<file path="config.mk">
export PLATFORM = sky130hd
export DESIGN_NAME = mult_hilo_ctrl
export DESIGN_NICKNAME = d
export VERILOG_FILES = /design/src/rtl/mult_hilo_ctrl.sv
export SDC_FILE = /design/constraint.sdc
export NUM_CORES = 1
export LEC_CHECK = 0
export BUFFER_PORTS_ARGS = -buffer_cell sky130_fd_sc_hd__buf_2
export CAP_MARGIN = 20
export CELL_PAD_IN_SITES_DETAIL_PLACEMENT = 0
export CELL_PAD_IN_SITES_GLOBAL_PLACEMENT = 1
export CORE_ASPECT_RATIO = 1.75
export CORE_MARGIN = 2
export CORE_UTILIZATION = 35
export DETAILED_ROUTE_END_ITERATION = 8
export PLACE_DENSITY = 0.84
export SETUP_SLACK_MARGIN = 0.3
export SLEW_MARGIN = 20
export SYNTH_ARGS = -nofsm -noshare
export SYNTH_HDL_FRONTEND = slang
export SYNTH_SLANG_ARGS = --single-unit
</file>
<file path="constraint.sdc">
create_clock -name clk -period 2.3 [get_ports clk]
set_input_delay 0.575 -clock clk [delete_from_list [all_inputs] [get_ports clk]]
set_output_delay 0.575 -clock clk [all_outputs]
set_load 0.03 [all_outputs]
</file>
<file path="src/rtl/mult_hilo_ctrl.sv">
// HI/LO register file plus a sequencer for an external multi-cycle multiplier.
// MULT/MULTU hand held operands to the multiplier and wait in RUN for
// mult_end, with abort on flush or timeout. MTHI/MTLO write HI/LO directly.
// A one-cycle DONE state keeps mult_begin low between starts.
module mult_hilo_ctrl #(
  parameter int TIMEOUT = 32
) (
  input  logic        clk,
  input  logic        resetn,
  input  logic        op_valid,
  input  logic [2:0]  op_code,
  input  logic [31:0] src_a,
  input  logic [31:0] src_b,
  input  logic        mf_req,
  input  logic        flush,
  output logic        mult_begin,
  output logic [31:0] mult_op1,
  output logic [31:0] mult_op2,
  output logic        mult_sign,
  input  logic [63:0] mult_product,
  input  logic        mult_end,
  output logic [31:0] hi,
  output logic [31:0] lo,
  output logic        busy,
  output logic        stall,
  output logic        mult_err
);

  localparam logic [2:0] OP_MULT  = 3'b001;
  localparam logic [2:0] OP_MULTU = 3'b010;
  localparam logic [2:0] OP_MTHI  = 3'b011;
  localparam logic [2:0] OP_MTLO  = 3'b100;

  // Last counter value before the abort fires; the counter is 6 bits wide.
  localparam logic [5:0] CNT_LAST = 6'(TIMEOUT - 1);

  typedef enum logic [1:0] {
    IDLE = 2'd0,
    RUN  = 2'd1,
    DONE = 2'd2
  } state_t;

  // Operand latch handed to the multiplier, frozen for the whole RUN.
  typedef struct packed {
    logic [31:0] op1;
    logic [31:0] op2;
    logic        sign;
  } mreq_t;

  state_t     state, state_nxt;
  mreq_t      mreq;
  logic [5:0] cnt;

  // Decoded events. Ops are accepted only in IDLE and never on a flush cycle.
  logic accept, is_mult, start, wr_hi, wr_lo;
  logic run_end, run_tmo;

  assign accept  = (state == IDLE) & op_valid & ~flush;
  assign is_mult = (op_code == OP_MULT) | (op_code == OP_MULTU);
  assign start   = accept & is_mult;
  assign wr_hi   = accept & (op_code == OP_MTHI);
  assign wr_lo   = accept & (op_code == OP_MTLO);

  // Flush beats mult_end, and mult_end beats timeout.
  assign run_end = (state == RUN) & ~flush & mult_end;
  assign run_tmo = (state == RUN) & ~flush & ~mult_end & (cnt == CNT_LAST);

  // State register.
  always_ff @(posedge clk or negedge resetn) begin
    if (!resetn) state <= IDLE;
    else         state <= state_nxt;
  end

  // Next-state logic.
  always_comb begin
    state_nxt = state;
    case (state)
      IDLE: if (start) state_nxt = RUN;
      RUN:  if (flush | mult_end | (cnt == CNT_LAST)) state_nxt = DONE;
      DONE: state_nxt = IDLE;
      default: state_nxt = IDLE;
    endcase
  end

  // Outputs decoded from state and pipeline requests.
  always_comb begin
    busy       = (state != IDLE);
    mult_begin = (state == RUN);
    stall      = busy & (op_valid | mf_req);
  end

  // Operand latch, captured only when a multiply is accepted.
  always_ff @(posedge clk or negedge resetn) begin
    if (!resetn) begin
      mreq <= '0;
    end else if (start) begin
      mreq.op1  <= src_a;
      mreq.op2  <= src_b;
      mreq.sign <= (op_code == OP_MULT);
    end
  end

  assign mult_op1  = mreq.op1;
  assign mult_op2  = mreq.op2;
  assign mult_sign = mreq.sign;

  // RUN cycle counter: cleared on entry, counts every RUN cycle.
  always_ff @(posedge clk or negedge resetn) begin
    if (!resetn)             cnt <= '0;
    else if (start)          cnt <= '0;
    else if (state == RUN)   cnt <= cnt + 6'd1;
  end

  // HI/LO: direct moves in IDLE, product load on the mult_end edge in RUN.
  always_ff @(posedge clk or negedge resetn) begin
    if (!resetn) begin
      hi <= '0;
      lo <= '0;
    end else if (run_end) begin
      hi <= mult_product[63:32];
      lo <= mult_product[31:0];
    end else begin
      if (wr_hi) hi <= src_a;
      if (wr_lo) lo <= src_a;
    end
  end

  // Timeout flag, high for the single DONE cycle that follows an abort.
  always_ff @(posedge clk or negedge resetn) begin
    if (!resetn) mult_err <= 1'b0;
    else         mult_err <= run_tmo;
  end

endmodule

</file>
==> impl_metrics.env <==
export IMPL_rsz0062_at_grt="yes"
export IMPL_cp_arrival_ns=1.45
export IMPL_avgSynthCellArea_um2=11.1
export IMPL_cts_buffers=17
export IMPL_crit_type="reg -> out"
export IMPL_required_ns=1.73
export IMPL_final_nets=966
export IMPL_final_setup_viol_count=0
export IMPL_max_freq_mhz=494
export IMPL_ios=270
export IMPL_clkTransAtPathRegs_ns=0.07
export IMPL_utilization_pct=51.2
export IMPL_cts_root_buffer="clkbuf_16"
export IMPL_clk_latency_ns=0.42
export IMPL_routed_wl_um=20200
export IMPL_core_area_um2=16900
export IMPL_min_period_ns=2.02
export IMPL_synthArstFlopShare_pct=100
export IMPL_cts_sinks=138
export IMPL_synth_most_common_cell="dfrtp_1"
export IMPL_grt_pass1_vias=5612
export IMPL_start_kind="flop"
export IMPL_startpoint="state[1]$_DFFE_PN0P_"
export IMPL_finalMaxSlewViolations=0
export IMPL_areaGrowthSynthToFinish_pct=42.8
export IMPL_crit_fanout=6
export IMPL_finalHoldViolations=0
export IMPL_gr_total_overflow=0
export IMPL_slew_headroom_pct=69.6
export IMPL_hp_class="in -> async"
export IMPL_grt_max_degree=51
export IMPL_viasPerCell=5.11
export IMPL_powerDensity_nw_per_um2=1110
export IMPL_drt_iter0_drc=275
export IMPL_skew_ns=0.0114
export IMPL_dieArea_um2=18500
export IMPL_status="finished, final reports clean"
export IMPL_p_leak_nw=4.16
export IMPL_die_w_um=104
export IMPL_synth_edf_count=0
export IMPL_worst_slew_pin_slew_ns=0.455
export IMPL_synthesis_instances=548
export IMPL_seq_area_frac_synth_pct=56.8
export IMPL_firstDrtPassIters=5
export IMPL_cts_tree="done"
export IMPL_drc=0
export IMPL_clock_path_buffers=2
export IMPL_syn_nets=686
export IMPL_grt_use_total_pct=21.4
export IMPL_netlist_area_um2=6080
export IMPL_routabilityCongestion=0.834
export IMPL_ant_nets=0
export IMPL_tns_ns=0
export IMPL_wire_per_inst_um=18.8
export IMPL_ys_ff_latch=138
export IMPL_synth_top_cell_area_share_pct=56.8
export IMPL_start_util_pct=35.9
export IMPL_grt_first_pass_wirelength_um=30400
export IMPL_yosys_warnings=0
export IMPL_period_share_pct=88.0
export IMPL_synthTopCellsByCount="dfrtp_1 (138), nand2_1 (99), o211ai_1 (96)"
export IMPL_maxCapViolCount=0
export IMPL_synth_top_cells_by_area="dfrtp_1 (57%), o211ai_1 (12%), mux2_2 (11%), nand2_1 (6.1%), nand4_1 (3.3%)"
export IMPL_synth_top_flop_cell="dfrtp_1"
export IMPL_ys_types=36
export IMPL_dp_hpwl_um=14300
export IMPL_io_buffers=269
export IMPL_worst_setup_path_end_kind="output pin"
export IMPL_rows=63
export IMPL_die_y_um=178
export IMPL_reg2reg_from="state[1]$_DFFE_PN0P_"
export IMPL_htreeDepth=4
export IMPL_synth_area_leader_cell="dfrtp_1"
export IMPL_antenna_found_initial=4
export IMPL_ir_worst_vdd_mv=0.575
export IMPL_vias=5473
export IMPL_postCtsHoldBufs=0
export IMPL_drive_gt1_share_pct=48.4
critical path, cell delays in order, from the launching register on:
cell,delay (ns)
dfrtp_1,0.40
buf_6,0.14
or2_4,0.25
o21a_1,0.11
buf_6,0.13
layout make-up:
cell class,instances,area [µm²]
multi-input combinational,331,2360
tap,227,284
inverter,33,124
sequential,138,3450
timing repair buffer,307,1840
antenna,3,7.51
clock inverter,11,145
clock buffer,21,460
fill,1543,8260
worst paths after layout:
kind | end | slack, ns | cells after the start
max reg2reg | mult_op2[20]$_DFFE_PN0N_ | 0.28 | 5
min in group clk | hi[7]$_DFFE_PN0P_ | 0.36 | 3
max | stall | 0.28 | 4
max in group asynchronous | hi[5]$_DFFE_PN0P_ | 1.57 | 2
min | state[0]$_DFFE_PN0P_ | 0.08 | 1
min reg2reg | mult_op2[10]$_DFFE_PN0N_ | 0.48 | 1
power breakdown:
part	total (mW)	internal, mW	switching, mW	leakage, nW
Combinational	3.35	1.12	2.22	2.17
Clock	2.82	1.76	1.07	0.277
Sequential	3.50	3.13	0.370	1.71
Total	9.67	6.02	3.66	4.16
flip-flops by register name, summed over array words and instances (netlist names):
| register | flops |
|---|---|
| mult_err | 1 |
| cnt | 6 |
| mult_sign | 1 |
| lo | 32 |
| mult_op1 | 32 |
| hi | 32 |
| state | 2 |
| mult_op2 | 32 |
cells in the final DEF (no fill, tap or decap), drive strengths merged:
master / count
xnor2: 2
nand3: 1
nor4b: 1
xor2: 1
or2: 2
a21oi: 5
and3: 1
o31ai: 1
nand2: 99
mux2i: 1
nor4bb: 1
or4b: 1
bufinv: 3
nor2: 5
o21ai: 3
clkinvlp: 6
ha: 1
nand4b: 1
clkbuf: 24
nand4bb: 1
nor3: 1
o21a: 1
clkinv: 2
buf: 304
nand3b: 2
mux2: 64
nor4: 1
nand2b: 1
a31o: 1
or3b: 1
nand4: 32
dfrtp: 138
or3: 3
diode: 3
a31oi: 1
inv: 33
o211ai: 96
repair_timing:
item | 4_1_cts | 5_1_grt
endpoints found under the setup margin | 86 | 46
cloned | 0 | 3
pin swaps | 0 | 2
gates resized for setup | 6 | 4
setup buffers | 0 | 5
hold endpoints to repair | 0 | 0
metal layers:
layer	routed length [µm]	global-route usage, %	up-vias
met5	13	0	-
met4	719	11.4	2
met3	1190	5.12	54
met2	10700	38.0	236
met1	7560	23.8	2645
li1	-	-	2536
cell families (layout without fill, tap and decap cells):
| kind of cell | after synthesis | count (layout) | synth area share [%] |
|---|---|---|---|
| and+or+nand+nor | 154 | 154 | 12.2 |
| DFF | 138 | 138 | 56.8 |
| AOI/OAI and AO/OA | 108 | 108 | 13.0 |
| buffers and inverters | 79 | 372 | 5.35 |
| muxes | 65 | 65 | 12.0 |
| xor gates and xnor gates | 3 | 3 | 0.432 |
| adders and majority gates | 1 | 1 | 0.206 |
| other | 0 | 3 | 0 |
per-stage QoR:
stage	power (mW)	instances	hold slack (ns)	setup WS (ns)	cell area, µm²
2_1_floorplan	5.67	548	0.279	0.206	6080
3_3_place_gp	6.82	1028	0.470	-0.00897	7910
3_5_place_dp	6.89	1028	0.470	-0.0345	7910
4_1_cts	9.73	1060	0.0841	0.222	8540
5_1_grt	10.1	1070	0.105	0.234	8680
6_report	9.67	1071	0.0838	0.277	8680
Note: power is estimated with default switching activity, not from simulation.
